==> config.mk <==
export PLATFORM = sky130hd
export DESIGN_NAME = key_encoder
export DESIGN_NICKNAME = d
export VERILOG_FILES = /design/src/rtl/keypad_pkg.sv /design/src/rtl/key_encoder.sv
export SDC_FILE = /design/constraint.sdc
export NUM_CORES = 1
export LEC_CHECK = 0
export BUFFER_PORTS_ARGS = -buffer_cell sky130_fd_sc_hd__buf_2
export CORE_UTILIZATION = 30
export DETAILED_ROUTE_END_ITERATION = 16
export GPL_TIMING_DRIVEN = 0
export PLACE_DENSITY = 0.6
export SLEW_MARGIN = 20
export SYNTH_ARGS = -nofsm -noshare
export SYNTH_HDL_FRONTEND = slang
export SYNTH_SLANG_ARGS = --single-unit
==> constraint.sdc <==
create_clock -name vclk -period 12.23
set_input_delay 0.6115 -clock vclk [all_inputs]
set_output_delay 0.6115 -clock vclk [all_outputs]
set_load 0.03 [all_outputs]
==> src/rtl/keypad_pkg.sv <==
// Shared types and constants for the keypad code checker.
// Key vector width, digit encoding and FSM state enum.
package keypad_pkg;

  localparam int KEY_W   = 10;
  localparam int DIGIT_W = 4;

  typedef logic [DIGIT_W-1:0] digit_t;

  localparam digit_t DIGIT_INVALID = 4'hF;

  typedef enum logic [2:0] {
    COLLECT,
    CLEAR,
    CHECK,
    UNLOCK,
    FAIL,
    LOCKOUT
  } state_t;

endpackage

==> src/rtl/key_encoder.sv <==
// Combinational encoder: newly pressed key bits to a digit.
// Ports: new_keys in; digit, valid (one-hot), multi (2+ bits) out.
module key_encoder
  import keypad_pkg::*;
(
  input  logic [KEY_W-1:0] new_keys,
  output digit_t           digit,
  output logic             valid,
  output logic             multi
);

  logic [3:0] ones;
  digit_t     idx;

  always_comb begin
    ones = '0;
    idx  = DIGIT_INVALID;
    for (int i = KEY_W - 1; i >= 0; i--) begin
      if (new_keys[i]) begin
        idx  = DIGIT_W'(i);
        ones = ones + 4'd1;
      end
    end
  end

  assign valid = (ones == 4'd1);
  assign multi = (ones >= 4'd2);
  assign digit = valid ? idx : DIGIT_INVALID;

endmodule

==> flow_summary_export.csv, run 1 <==
group,metric,value,unit
status,status,"finished, final reports clean",
global_route,antenna_found_initial,0,
synth,yosysWarnings,0,
clock_tree,post_cts_buffers,0,
floorplan,start_util,31.8,%
floorplan,die_area,0.00347,mm²
floorplan,io_pins,16,
clock_tree,cts_hold_buf,0,
timing,period_share,57.9,%
timing,rsz0062_at_grt,"no",
clock_tree,post_cts_resized,0,
power_and_ir_drop,combPwrFrac,100.0,%
synth,synth_cell_types,45,
critical_path,slowest_stage,"xor3_4",
power_and_ir_drop,switching_share,56.8,%
global_route,grt_max_degree,11,
final_layout,nFlopsAndLatches,0,
timing,layout_setup_ws,5.14,ns
power_and_ir_drop,clkPwrFrac,0,%
global_route,grt_pass1_wl,3770,µm
synth,synth_seq_area_share,0,%
drt,first_pass_iters,4,
global_route,overflow,0,
floorplan,rows,20,
synth,synth.avg_cell_area,7.60,µm²
critical_path,start_kind,"primary input",
synth,syn_area,972,µm²
timing,final.setup.tns,0,ns
synth,synth_nets,147,
final_layout,fin_nets,160,
power_and_ir_drop,switchingPower,104,µW
timing,max_clock_freq,0.141,GHz
global_route,grt.total_usage,13.2,%
drt,routed_wl,2100,µm
placement,dp_hpwl,1810,µm
drt,drt_iter0_drc,36,
critical_path,critical_path_class,"in -> out",
timing,slew_violations,0,
critical_path,arrival,6.48,ns
power_and_ir_drop,internal-power,79.3,µW
final_layout,syn2layout_area_growth,11.3,%
final_layout,regArea,0,µm²
synth,synth_top_cell_by_area,"ha_1",
final_layout,n_clock_buffer,0,
final_layout,antenna_cells,0,
synth,synth_top_area_share,11.6,%
floorplan,design.core.area,0.00305,mm²
critical_path,cp_data_required_time,11.62,ns
worst_hold_path,hold_class,"in -> out",
power_and_ir_drop,leakage,0.000494,µW
timing,worst_pin_slew,0.568,ns
drt,viasPerCell,4.99,
critical_path,cp_max_fo,7,
synth,synth.most_common_cell,"nand2_1",
drt,antenna_left,0,
critical_path,crit_top_cell,"ha_1",
final_layout,drive_gt1_share,19.4,%
drt,wl_per_cell,11.5,µm
floorplan,die_h,58.9,µm
global_route,grt_pass1_vias,923,
synth,synth_common_cells,"nand2_1 (15), nor2_1 (11), ha_1 (9), xnor2_1 (9), a21oi_1 (8)",
timing,fin_crit,7.09,ns
synth,ys_top_cells_by_area,"ha_1 (12%), xnor2_1 (8.1%), xnor3_1 (6.9%)",
synth,synthCells,128,
power_and_ir_drop,p_per_area,170,mW/mm²
drt,route.detailed.drc,0,
run,drv_cap,0,
critical_path,cp-end-kind,"output port",
placement,gp_congestion,0.801,
drt,vias,914,
placement,numPortBuffers,11,
timing,slew_headroom,61.7,%
floorplan,fp.dieW,58.9,µm
power_and_ir_drop,p_seq_share,0,%
critical_path,critPathMaxStageDelay,0.63,ns
timing,setup_viol,0,
power_and_ir_drop,vdd_drop_max,0.0000541,V
placement,pre_cts_ws,5.15,ns
timing,hold_violations,0,
==> cell type report <==
class | count | area [µm²]
fill | 348 | 1970
multi-input combinational | 112 | 900
timing repair buffer | 11 | 55.1
tap | 44 | 55.1
buffer | 7 | 38.8
inverter | 9 | 33.8
==> worst max-delay path, delay by kind of cell <==
kind            cells  cell delay (ns)
mux                 3             0.64
buf+inv             4             0.40
fa+ha+maj           7             2.15
xor+xnor            1             0.63
simple gates        4             0.54
compound gates      7             1.47
==> per-layer routing <==
metal	GRT usage [%]	part of all wire, %
met4	0	0
met2	26.9	52
met5	0	0
met3	0	1.7
met1	16.1	46
==> cell usage in the layout (no fill, tap or decap), types with 2 or more instances in the layout <==
| cell | count |
|---|---|
| a21oi_1 | 8 |
| buf_2 | 15 |
| clkbuf_1 | 2 |
| ha_1 | 9 |
| inv_1 | 7 |
| inv_2 | 2 |
| mux2_2 | 3 |
| nand2_1 | 15 |
| nand2b_1 | 4 |
| nand3_1 | 2 |
| nand3b_1 | 4 |
| nand4b_1 | 2 |
| nor2_1 | 11 |
| nor3_1 | 4 |
| nor4_1 | 2 |
| o211a_1 | 2 |
| o21ai_0 | 3 |
| o21ai_1 | 2 |
| or2_1 | 2 |
| xnor2_1 | 9 |
| xnor2_4 | 2 |
| xnor3_1 | 3 |
| xor2_1 | 4 |
==> logic make-up (layout without fill, tap and decap cells) <==
kind of cell    count (synthesis)  count (layout)  share of synthesized area (%)
mux                             5               5                           5.66
buf+inv                        16              27                           7.47
fa+ha+maj                       9               9                           11.6
xor+xnor                       20              20                           28.8
simple gates                   50              50                           25.7
compound gates                 28              28                           20.7
==> power groups by stage <==
stage | Combinational [µW] | Sequential (µW) | Clock, µW
2_1_floorplan | 151 | 0 | 0
3_3_place_gp | 179 | 0 | 0
3_5_place_dp | 184 | 0 | 0
4_1_cts | 185 | 0 | 0
5_1_grt | 202 | 0 | 0
6_report | 184 | 0 | 0
==> through the flow <==
step           instance area [µm²]  instances  util [%]  hold WS [ns]  power (µW)
5_1_grt                       1080        183      35.5          1.81         202
3_3_place_gp                  1080        183      35.5          1.75         179
6_report                      1080        183      35.5          1.76         184
3_5_place_dp                  1080        183      35.5          1.75         184
4_1_cts                       1080        183      35.5          1.76         185
2_1_floorplan                  972        128         -          1.54         151
==> worst paths after layout <==
check | cells past startpoint | endpoint | slack, ns | startpoint
worst min-delay path | 5 | digit[1] | 1.76 | new_keys[0]
worst max-delay path | 26 | digit[3] | 5.14 | new_keys[8]
Note: power is estimated with default switching activity, not from simulation.
==> run 2, diff against run 1 <==
- clock period: 12.23 -> 6.6 ns (I/O delays scaled with it)
==> flow_summary_export.csv, run 2 (synthesis gave the netlist of run 1 again) <==
group,metric,value,unit
status,status,"finished, final reports clean",
floorplan,io_pins,16,
run,drv_cap,0,
clock_tree,post_cts_buffers,0,
floorplan,start_util,31.8,%
floorplan,rows,20,
timing,hold_violations,0,
final_layout,drive_gt1_share,22.3,%
drt,first_pass_iters,4,
drt,route.detailed.drc,0,
placement,dp_hpwl,1810,µm
global_route,grt_max_degree,11,
final_layout,antenna_cells,0,
drt,antenna_left,0,
critical_path,critPathMaxStageDelay,0.41,ns
drt,wl_per_cell,11.7,µm
floorplan,fp.dieW,58.9,µm
global_route,grt_pass1_wl,3770,µm
power_and_ir_drop,total_power,347,µW
critical_path,start_kind,"primary input",
power_and_ir_drop,leakage,0.000494,µW
worst_hold_path,hold_class,"in -> out",
drt,drt_iter0_drc,39,
placement,place_area,0.00108,mm²
timing,fin_crit,6.22,ns
critical_path,critical_path_class,"in -> out",
placement,numPortBuffers,11,
critical_path,cp_data_required_time,6.27,ns
critical_path,crit_top_cell,"ha_1",
timing,slew_violations,0,
floorplan,die_area,0.00347,mm²
timing,whs,1.20,ns
global_route,grt_pass1_vias,923,
clock_tree,cts_hold_buf,0,
global_route,grt.total_usage,13.2,%
final_layout,syn2layout_area_growth,12.9,%
timing,max_clock_freq,0.161,GHz
final_layout,fin_nets,160,
critical_path,cp-end-kind,"output port",
final_layout,regArea,0,µm²
final_layout,n_clock_buffer,0,
drt,routed_wl,2150,µm
drt,viasPerCell,4.96,
timing,setup_viol,0,
final_layout,nFlopsAndLatches,0,
critical_path,slowest_stage,"a221o_1",
critical_path,arrival,5.89,ns
timing,final.setup.tns,0,ns
final_layout,final_util,35.9,%
floorplan,design.core.area,0.00305,mm²
final_layout,final_cell_mix,"buf_2 (15), nand2_1 (15), nor2_1 (10)",
placement,gp_congestion,0.801,
power_and_ir_drop,vdd_drop_max,0.000108,V
timing,worst_pin_slew,0.611,ns
drt,vias,907,
global_route,overflow,0,
timing,rsz0062_at_grt,"no",
global_route,antenna_found_initial,0,
critical_path,cp_max_fo,7,
timing,period_share,94.3,%
floorplan,die_h,58.9,µm
timing,slew_headroom,58.7,%
power_and_ir_drop,p_per_area,317,mW/mm²
final_layout,stdcell_area,0.00110,mm²
==> run 2: cell types whose count changed in the layout (fill, tap and decap cells not counted) <==
cell       before  now
a2bb2oi_2       0    1
o21ai_1         2    1
ha_2            0    1
nor2_1         11   10
a2bb2oi_1       1    0
nor2_2          0    1
o21ai_2         0    1
ha_1            9    8
==> run 2: stage by stage <==
stage                     cells  setup WS (ns)
final                       183          0.377
after floorplan             128          0.642
after CTS                   183         0.0716
after global placement      183          0.257
after global routing        183        0.00413
after detailed placement    183         0.0861
==> run 2: repair_timing <==
| item | 4_1_cts | 5_1_grt |
|---|---|---|
| setup endpoints to repair | 0 | 6 |
| endpoints found under the hold margin | 0 | 0 |
| resized for setup | 0 | 4 |
==> run 2: where the power goes <==
| part | switching (µW) | internal (µW) |
|---|---|---|
| clock network | 0 | 0 |
| logic | 197 | 150 |
| registers | 0 | 0 |
==> run 2: cell type report <==
class	count	area (µm²)
tap	44	55.1
fill	350	1960
buffer	7	38.8
inverter	9	33.8
timing repair buffer	11	55.1
multi-input combinational	112	915
==> run 2: worst paths after layout <==
path / endpoint / cells after the start / from
max: digit[3] / 29 / new_keys[8]
min: digit[1] / 5 / new_keys[0]
==> run 2: worst max-delay path: cells and delay by family <==
| kind | cells | cell delay [ns] |
|---|---|---|
| fa+ha+maj | 8 | 2.37 |
| compound gates | 7 | 1.27 |
| simple gates | 6 | 0.67 |
| mux | 3 | 0.65 |
| buf+inv | 4 | 0.41 |
| xor+xnor | 1 | 0.17 |
==> run 2: routing by layer <==
| metal | part of all wire (%) | global-route usage, % | wire length (µm) |
|---|---|---|---|
| met1 | 46 | 16.1 | 992 |
| met2 | 53 | 26.9 | 1130 |
| met4 | 0 | 0 | 0 |
| met5 | 0 | 0 | 0 |
| met3 | 1.2 | 0 | 25 |
==> run 3, diff against run 2 <==
- PLACE_DENSITY: 0.6 -> 0.49
==> flow_summary_export.csv, run 3 (synthesis gave the netlist of run 1 again) <==
group,metric,value,unit
status,status,"finished, final reports clean",
worst_hold_path,hold_class,"in -> out",
drt,wl_per_cell,11.7,µm
floorplan,die_area,0.00347,mm²
floorplan,rows,20,
global_route,grt_max_degree,11,
floorplan,start_util,31.8,%
critical_path,arrival,5.93,ns
power_and_ir_drop,leakage,0.000497,µW
global_route,antenna_found_initial,0,
timing,slew_violations,0,
clock_tree,post_cts_buffers,0,
timing,period_share,94.8,%
global_route,grt.total_usage,12.5,%
drt,route.detailed.drc,0,
floorplan,io_pins,16,
floorplan,die_h,58.9,µm
drt,antenna_left,0,
run,drv_cap,0,
critical_path,cp-end-kind,"output port",
critical_path,cp_data_required_time,6.27,ns
critical_path,critical_path_class,"in -> out",
floorplan,design.core.area,0.00305,mm²
drt,viasPerCell,4.94,
final_layout,drive_gt1_share,22.3,%
global_route,grt_pass1_wl,3480,µm
timing,fin_crit,6.26,ns
drt,drt_iter0_drc,27,
clock_tree,post_cts_resized,0,
placement,gp_congestion,0.827,
drt,vias,904,
timing,final.setup.tns,0,ns
final_layout,fin_nets,160,
placement,dp_hpwl,1750,µm
timing,worst_pin_slew,0.661,ns
floorplan,fp.dieW,58.9,µm
drt,first_pass_iters,4,
final_layout,n_clock_buffer,0,
critical_path,start_kind,"primary input",
global_route,overflow,0,
power_and_ir_drop,p_per_area,318,mW/mm²
final_layout,final_cell_mix,"buf_2 (15), nand2_1 (15), nor2_1 (10)",
clock_tree,cts_hold_buf,0,
critical_path,cp_max_fo,7,
timing,max_clock_freq,0.160,GHz
worst_hold_path,min-delay-start,"new_keys[0]",
timing,setup_viol,0,
critical_path,critical_path.startpoint,"new_keys[8]",
final_layout,regArea,0,µm²
final_layout,final_cells,183,
timing,slew_headroom,55.3,%
global_route,grt_pass1_vias,782,
final_layout,syn2layout_area_growth,14.0,%
final_layout,antenna_cells,0,
power_and_ir_drop,vdd_drop_max,0.000115,V
placement,numPortBuffers,11,
drt,routed_wl,2140,µm
timing,hold_violations,0,
placement,placed_cells,183,
timing,rsz0062_at_grt,"no",
final_layout,nFlopsAndLatches,0,
==> run 3: worst paths after layout <==
kind / to / cells past startpoint
max: multi / 28
min: digit[1] / 5
==> run 3: routing by layer <==
| layer | GRT usage, % | wire length, µm | up-vias |
|---|---|---|---|
| met4 | 1.02 | 16 | 0 |
| met3 | 0.220 | 30 | 2 |
| met5 | 0 | 0 | - |
| met2 | 21.4 | 1040 | 12 |
| met1 | 18.2 | 1060 | 415 |
| li1 | - | - | 475 |
==> run 3: worst max-delay path: stages <==
cell and delay, ns:
buf_2 0.10, inv_1 0.04, ha_2 0.38, xor2_1 0.16, ha_1 0.25, nand2_1 0.08, nand2b_1 0.08, ha_1 0.32
mux2_2 0.28, ha_1 0.33, a2bb2oi_4 0.18, a21o_1 0.20, ha_1 0.27, nand2b_1 0.19, o21a_1 0.14, ha_1 0.28
mux2_2 0.28, o21ai_2 0.11, inv_1 0.07, ha_1 0.18, nand2_1 0.08, xnor3_1 0.39, xnor3_1 0.25, xnor2_1 0.16
o21bai_1 0.16, or2_0 0.19, mux2_2 0.25, buf_2 0.17
==> run 3: final cells by class <==
type                       instances  area, µm²
fill                             342       1940
inverter                           9       33.8
timing repair buffer              11       55.1
buffer                             7       38.8
tap                               44       55.1
multi-input combinational        112        926
==> run 3: stage by stage <==
step | power [µW] | hold slack [ns] | setup slack [ns] | util [%] | area [µm²]
after floorplan | 279 | 0.977 | 0.642 | - | 972
after CTS | 342 | 1.20 | 0.0676 | 35.5 | 1080
after global placement | 338 | 1.19 | 0.136 | 35.5 | 1080
after detailed placement | 340 | 1.20 | 0.0804 | 35.5 | 1080
after global routing | 391 | 1.23 | 0.0134 | 36.3 | 1110
final | 353 | 1.19 | 0.345 | 36.3 | 1110
==> run 3: power breakdown <==
group | internal, µW | switching, µW
Combinational | 154 | 199
Sequential | 0 | 0
Clock | 0 | 0
